### src/rtl/regfile_mp.sv
// ----------------------------------------------------------------------------
// regfile_mp : multi-read-port register file with a self-clearing sweep
//
// A reset starts a sweep that writes zero into every entry, one entry per
// clock cycle. Once the last entry is cleared the file reports ready and
// accepts writes and reads. Each read port returns the addressed entry
// one clock after its address is presented.
//
// Optional build macro:
//   REGFILE_BYPASS_EN - when defined, a read that hits the entry being
//                       written in the same cycle returns the new write
//                       data instead of the stored value.
//
// Parameters:
//   WIDTH    - bits per entry
//   DEPTH    - number of entries (power of two, >= 2)
//   NREAD    - number of read ports (>= 1)
//   ZERO_REG - 1: entry 0 always reads as zero and ignores writes
//
// Ports:
//   clk      in   clock, everything changes on its rising edge
//   rst      in   synchronous active-high reset, restarts the clear sweep
//   wr_en    in   write request (ignored while clearing)
//   wr_addr  in   write index
//   wr_data  in   write value
//   rd_addr  in   read indices, port k at [k*AW +: AW]
//   rd_data  out  registered read results, port k at [k*WIDTH +: WIDTH]
//   ready    out  high once the clear sweep has finished
// ----------------------------------------------------------------------------
module regfile_mp #(
  parameter int WIDTH    = 32,
  parameter int DEPTH    = 32,
  parameter int NREAD    = 2,
  parameter int ZERO_REG = 1,
  localparam int AW      = $clog2(DEPTH)
) (
  input  logic                   clk,
  input  logic                   rst,
  input  logic                   wr_en,
  input  logic [AW-1:0]          wr_addr,
  input  logic [WIDTH-1:0]       wr_data,
  input  logic [NREAD*AW-1:0]    rd_addr,
  output logic [NREAD*WIDTH-1:0] rd_data,
  output logic                   ready
);

  typedef enum logic {
    CLEAR = 1'b0,
    RUN   = 1'b1
  } state_e;

  state_e                 state_q, state_d;
  logic [AW-1:0]          sweepCnt_q, sweepCnt_d;
  logic [NREAD*WIDTH-1:0] rdData_q, rdData_d;

  logic [WIDTH-1:0]       mem [DEPTH];

  logic                   memWe;
  logic [AW-1:0]          memAddr;
  logic [WIDTH-1:0]       memData;

  // Control state and registered read data. Reset forces the sweep to
  // restart from entry 0 and blanks every read port.
  always_ff @(posedge clk) begin
    if (rst) begin
      state_q    <= CLEAR;
      sweepCnt_q <= '0;
      rdData_q   <= '0;
    end else begin
      state_q    <= state_d;
      sweepCnt_q <= sweepCnt_d;
      rdData_q   <= rdData_d;
    end
  end

  // Next-state and write-port steering. While clearing, the write port is
  // taken over by the sweep so user writes are dropped; the machine leaves
  // CLEAR on the same edge that zeroes the last entry.
  always_comb begin
    state_d    = state_q;
    sweepCnt_d = sweepCnt_q;
    memWe      = 1'b0;
    memAddr    = wr_addr;
    memData    = wr_data;
    case (state_q)
      CLEAR: begin
        memWe      = 1'b1;
        memAddr    = sweepCnt_q;
        memData    = '0;
        sweepCnt_d = sweepCnt_q + AW'(1);
        if (sweepCnt_q == AW'(DEPTH - 1)) begin
          state_d = RUN;
        end
      end
      RUN: begin
        memWe = wr_en && !((ZERO_REG != 0) && (wr_addr == '0));
      end
      default: begin
        state_d = CLEAR;
      end
    endcase
  end

  // Storage array. No reset here: the sweep is what clears it. A write is
  // suppressed on a reset edge so the sweep always starts from a clean slate.
  always_ff @(posedge clk) begin
    if (!rst && memWe) begin
      mem[memAddr] <= memData;
    end
  end

  // Read-port next values. The array is sampled before this edge's write
  // lands, so a same-cycle collision returns the old value unless the
  // bypass path is compiled in.
  always_comb begin
    rdData_d = '0;
    for (int k = 0; k < NREAD; k++) begin
      logic [AW-1:0]    addr;
      logic [WIDTH-1:0] val;
      addr = rd_addr[k*AW +: AW];
      val  = mem[addr];
`ifdef REGFILE_BYPASS_EN
      if (wr_en && (addr == wr_addr)) begin
        val = wr_data;
      end
`endif
      if ((ZERO_REG != 0) && (addr == '0)) begin
        val = '0;
      end
      if (state_q != RUN) begin
        val = '0;
      end
      rdData_d[k*WIDTH +: WIDTH] = val;
    end
  end

  assign rd_data = rdData_q;
  assign ready   = (state_q == RUN);

endmodule

### config.mk
export PLATFORM = sky130hd
export DESIGN_NAME = regfile_mp
export DESIGN_NICKNAME = d
export VERILOG_FILES = /design/src/rtl/regfile_mp.sv
export SDC_FILE = /design/constraint.sdc
export NUM_CORES = 1
export LEC_CHECK = 0
export ABC_AREA = 1
export CORE_ASPECT_RATIO = 2
export CORE_MARGIN = 2
export CORE_UTILIZATION = 30
export CTS_CLUSTER_DIAMETER = 60
export DETAILED_ROUTE_END_ITERATION = 12
export GPL_ROUTABILITY_DRIVEN = 0
export GPL_TIMING_DRIVEN = 1
export PLACE_DENSITY_LB_ADDON = 0.12
export SLEW_MARGIN = 20
export SYNTH_ARGS = -nofsm -noshare
export SYNTH_HDL_FRONTEND = slang
export SYNTH_SLANG_ARGS = --single-unit
### constraint.sdc
create_clock -name clk -period 3.3 [get_ports clk]
set_clock_uncertainty 0.05 [all_clocks]
set_input_delay 0.66 -clock clk [delete_from_list [all_inputs] [get_ports clk]]
set_output_delay 0.66 -clock clk [all_outputs]
set_load 0.02 [all_outputs]
After elaboration in Yosys (flattened, before gate mapping). Memory sizes are Yosys's and may differ from the RTL's. A register that Yosys moved wholly into a read port is not among the register bits. Cells that the tools add are included.

Flip-flop bits (word level): 6. Bits in latches: 0. RAM bits: 1024. ROM bits: 0. Input port bits: 50. Output and inout bits: 65. Word-level logic and storage cells: 22. Memories kept: 1.

Memory list: mem (words 32, width 32, rd ports 2, clocked after memory_dff 2, wr ports 1, line 56) `logic [WIDTH-1:0] mem [DEPTH];`.

Add/sub/neg operators: 1. Multipliers: 0. Div/mod/pow operators: 0. Order comparisons: 0. Equality and inequality tests: 1. Shifts and indexed selects: 0. Mux-type cells: 7. Bitwise operators: 1. Reductions and logical operators: 9.

Operator list (number): two-way mux 32 bit (1); zero test 5 bit (3); OR reduction 3 bit (2); adder 5 x 1 -> 5 bit, second input constant (1); equality test 5 bit, second input constant (1); two-way mux 5 bit (1); two-way mux 1 bit (4); logical AND 1 bit (2); zero test 1 bit (2); one-hot mux 1 bit (2 select lines) (1); NOT 1 bit (1).

Longest topological paths before layout.
Depth in word-level cells: 7. Gate-level depth with buffers: 11. Gate-level depth less buffers: 9.

Worst setup path after synthesis. OpenSTA, ideal clock, no wires.

Kind: input port to flip-flop. Start: in wr_addr[3]. End: mem mem[18][0], enable pin. Library setup time: 421 ps. Arrival: 2740 ps. Required time: 2829 ps. Path slack: 89 ps. Stages: 6. Buffers on the path: 0. Cells stage by stage: or2_2 -> o21ai_0 -> inv_1 -> nor2_1 -> nand2_1 -> nor2_1.

Longest elaborated chain between the ends: 7. Elaborated cells on any way between the ends: 8. Those cells by class: mux (4); reduce/logical (4).

Ends and longest elaborated chain: start, declared (line 40) `input logic [AW-1:0] wr_addr,`; zero test 5 bit (line 96) `memWe = wr_en && !((ZERO_REG != 0) && (wr_addr == '0));`; zero test 1 bit (line 96); logical AND 1 bit (line 96); one-hot mux 1 bit (2 select lines) (line 85) `case (state_q)`; logical AND 1 bit (line 107) `if (!rst && memWe) begin`; two-way mux 1 bit (line 107); two-way mux 1 bit (not written as such) (line 108) `mem[memAddr] <= memData;`; end, declared (line 56).

Parallel ways exist; a longest one is shown, timed or not.

Worst setup path after layout.
Start: reg state_q (netlist: ready). End: mem mem[4][8], enable pin.

Longest elaborated chain between the ends: 5. Elaborated cells on any way between the ends: 6. Those cells by class: mux (4); bitwise (1); reduce/logical (1).

Ends and longest elaborated chain: start, declared (line 52) `state_e state_q, state_d;`; start signal, assigned (line 70) `state_q <= state_d;`; NOT 1 bit (no line); one-hot mux 1 bit (2 select lines) (line 85); logical AND 1 bit (line 107); two-way mux 1 bit (line 107); two-way mux 1 bit (not written as such) (line 108).

Parallel ways exist; a longest one is shown, timed or not.

==> impl_metrics.env <==
export IMPL_outcome="completed"
export IMPL_drive_gt1_frac=0.0844
export IMPL_htreeDepth=3
export IMPL_post_synth_top_count_cell="nand2_1"
export IMPL_period_minus_slack_ns=2.96
export IMPL_wirelength_mm=237
export IMPL_grt_pass1_wl_mm=332
export IMPL_ctsLongestPathBuffers=3
export IMPL_whs_ns=0.439
export IMPL_synth_seq_cells=1094
export IMPL_rsz0062_at_grt="no"
export IMPL_ys_top_cells_by_count="nand2_1 (2771), nand3_1 (1095), edfxtp_1 (1024)"
export IMPL_root_buffer="clkbuf_16"
export IMPL_rows=218
export IMPL_ir_drop_mv=0.368
export IMPL_endpoint_kind="flop"
export IMPL_grt_start_max_net_pins=102
export IMPL_die_y_um=599
export IMPL_hold_buffers=0
export IMPL_synthArstFlopShare=0
export IMPL_post_cts_buffers=0
export IMPL_fin_crit_sh=0.897
export IMPL_dieArea_mm2=0.181
export IMPL_yosys_most_used_dff="edfxtp_1"
export IMPL_cp_arrival_ns=3.32
export IMPL_synth_top_cell_area_share=0.579
export IMPL_cp_required_ns=3.66
export IMPL_path_clk_slew_ns=0.07
export IMPL_dp_hpwl_mm=151
export IMPL_final_antenna_net_count=0
export IMPL_syn_instance_count=6001
export IMPL_drt_iter0_drc=4207
export IMPL_cts_resized=0
export IMPL_ys_seq_area_frac=0.605
export IMPL_netlist_area_mm2=0.0531
export IMPL_grt_pass1_vias=44510
export IMPL_synth_top_area_cell="edfxtp_1"
export IMPL_syn2layout_area_growth_pct=17.6
export IMPL_avgViaCountPerCell=5.30
export IMPL_startpoint_type="flop"
export IMPL_crit_path_max_fanout=25
export IMPL_antenna_found_initial=8
export IMPL_insertion_delay_ns=0.75
export IMPL_fmax_mhz=338
export IMPL_cts_tree="built"
export IMPL_core_area_mm2=0.176
export IMPL_nFillCells=18049
export IMPL_tightest_slew_ns=0.833
export IMPL_cellPowerDensity_mw_per_mm2=502
export IMPL_synthDistinctLibCells=20
export IMPL_cap_violations=0
export IMPL_ys_warn_count=0
export IMPL_vias=45043
export IMPL_numPortBuffers=114
export IMPL_p_leak_nw=24.6
export IMPL_synth_edf_count=1024
export IMPL_cts_sinks=1094
export IMPL_hold_viol_final=0
export IMPL_fin_nets=6142
export IMPL_regArea_mm2=0.0322
export IMPL_overflow=0
export IMPL_syn_area_per_cell_um2=8.85
export IMPL_initial_core_util=0.302
export IMPL_firstDrtPassIters=6
export IMPL_drc=0
export IMPL_wl_per_cell_um=27.9
export IMPL_synth_top_cells_by_area="edfxtp_1 (58%), nand2_1 (20%), nand3_1 (10%)"
export IMPL_setup_viol=0
export IMPL_cts_buffers=110
export IMPL_setup_tns_ns=0
export IMPL_multi_input_area_mm2=0.0187
export IMPL_critPathKind="reg2reg"
export IMPL_hold_path_class="reg2reg"
export IMPL_final_max_slew_viol_count=0
export IMPL_track_usage=0.259
export IMPL_die_x_um=302
export IMPL_slew_headroom=0.444
export IMPL_io_pins=115
export IMPL_syn_num_nets=6053
## where the power goes
group          switching, mW  internal (mW)
combinational           2.24          0.891
sequential            0.0412           15.0
clock                   5.90           7.24
## worst paths after layout
path / from / end / slack (ns) / cells past startpoint
worst max register to register: ready / mem[4][8] / 0.34 / 8
worst min register to register: sweepCnt_q[4] / sweepCnt_q[4] / 0.44 / 2
worst min-delay path: sweepCnt_q[4] / sweepCnt_q[4] / 0.44 / 2
worst max-delay path: ready / mem[4][8] / 0.34 / 8
## placed cells by master (no fill, tap or decap), drive strengths merged
| cell type | count |
|---|---|
| nand4 | 1 |
| clkbuf | 135 |
| dfxtp | 70 |
| clkinv | 51 |
| or2 | 1 |
| a211oi | 2 |
| clkdlybuf4s50 | 104 |
| nor2 | 113 |
| a21oi | 325 |
| nor3b | 1 |
| bufinv | 11 |
| buf | 290 |
| nand3 | 1095 |
| o21ai | 85 |
| clkinvlp | 6 |
| edfxtp | 1024 |
| diode | 5 |
| nand2 | 2771 |
| ha | 2 |
| inv | 95 |
## cell type report
class,count,area share
sequential,1094,0.515
multi-input combinational,4396,0.299
timing repair buffer,394,0.0746
clock buffer,135,0.0472
tap,2310,0.0463
clock inverter,69,0.0115
inverter,94,0.00625
antenna,5,0.000200
## worst max-delay path, cell delays in order, from the launching register on
cell and delay [ns]:
dfxtp_2 0.59, inv_1 0.18, or2_2 0.31, o21ai_0 0.22, inv_1 0.19, nor2_1 0.23, nand2_1 0.29, nor2_4 0.28
buf_12 0.24
## metrics by stage
step                power, mW  utilization  cell area, µm²  setup slack, ns  std cells
floorplan                17.1            -           53100           0.0888       6001
global placement         18.5        0.334           58800           0.0122       8288
detailed placement       18.5        0.334           58800           0.0447       8288
CTS                      31.6        0.354           62400            0.347       8492
global route             32.3        0.354           62400            0.126       8493
finish                   31.3        0.354           62500            0.342       8497
## cells by family after synthesis
group,Yosys count,synth area share
buffers and inverters,511,0.0482
AND/OR/NAND/NOR,3982,0.307
AO/OA/AOI/OAI,412,0.0389
adder cells (fa/ha/maj),2,0.000471
flip-flops,1094,0.605
## metal layers
metal	vias to the layer above	part of all wire	routed length, µm	global-route usage
li1	20383	-	-	-
met1	22341	0.37	87300	0.293
met2	1815	0.51	122000	0.465
met3	500	0.052	12300	0.0296
met4	4	0.066	15700	0.153
met5	-	0.00011	27	0
## state kept, by name, summed over array words and instances (netlist names)
register    flops
mem          1024
rd_data        64
ready           1
sweepCnt_q      5
No activity file was read; power rests on OpenSTA's default activity.
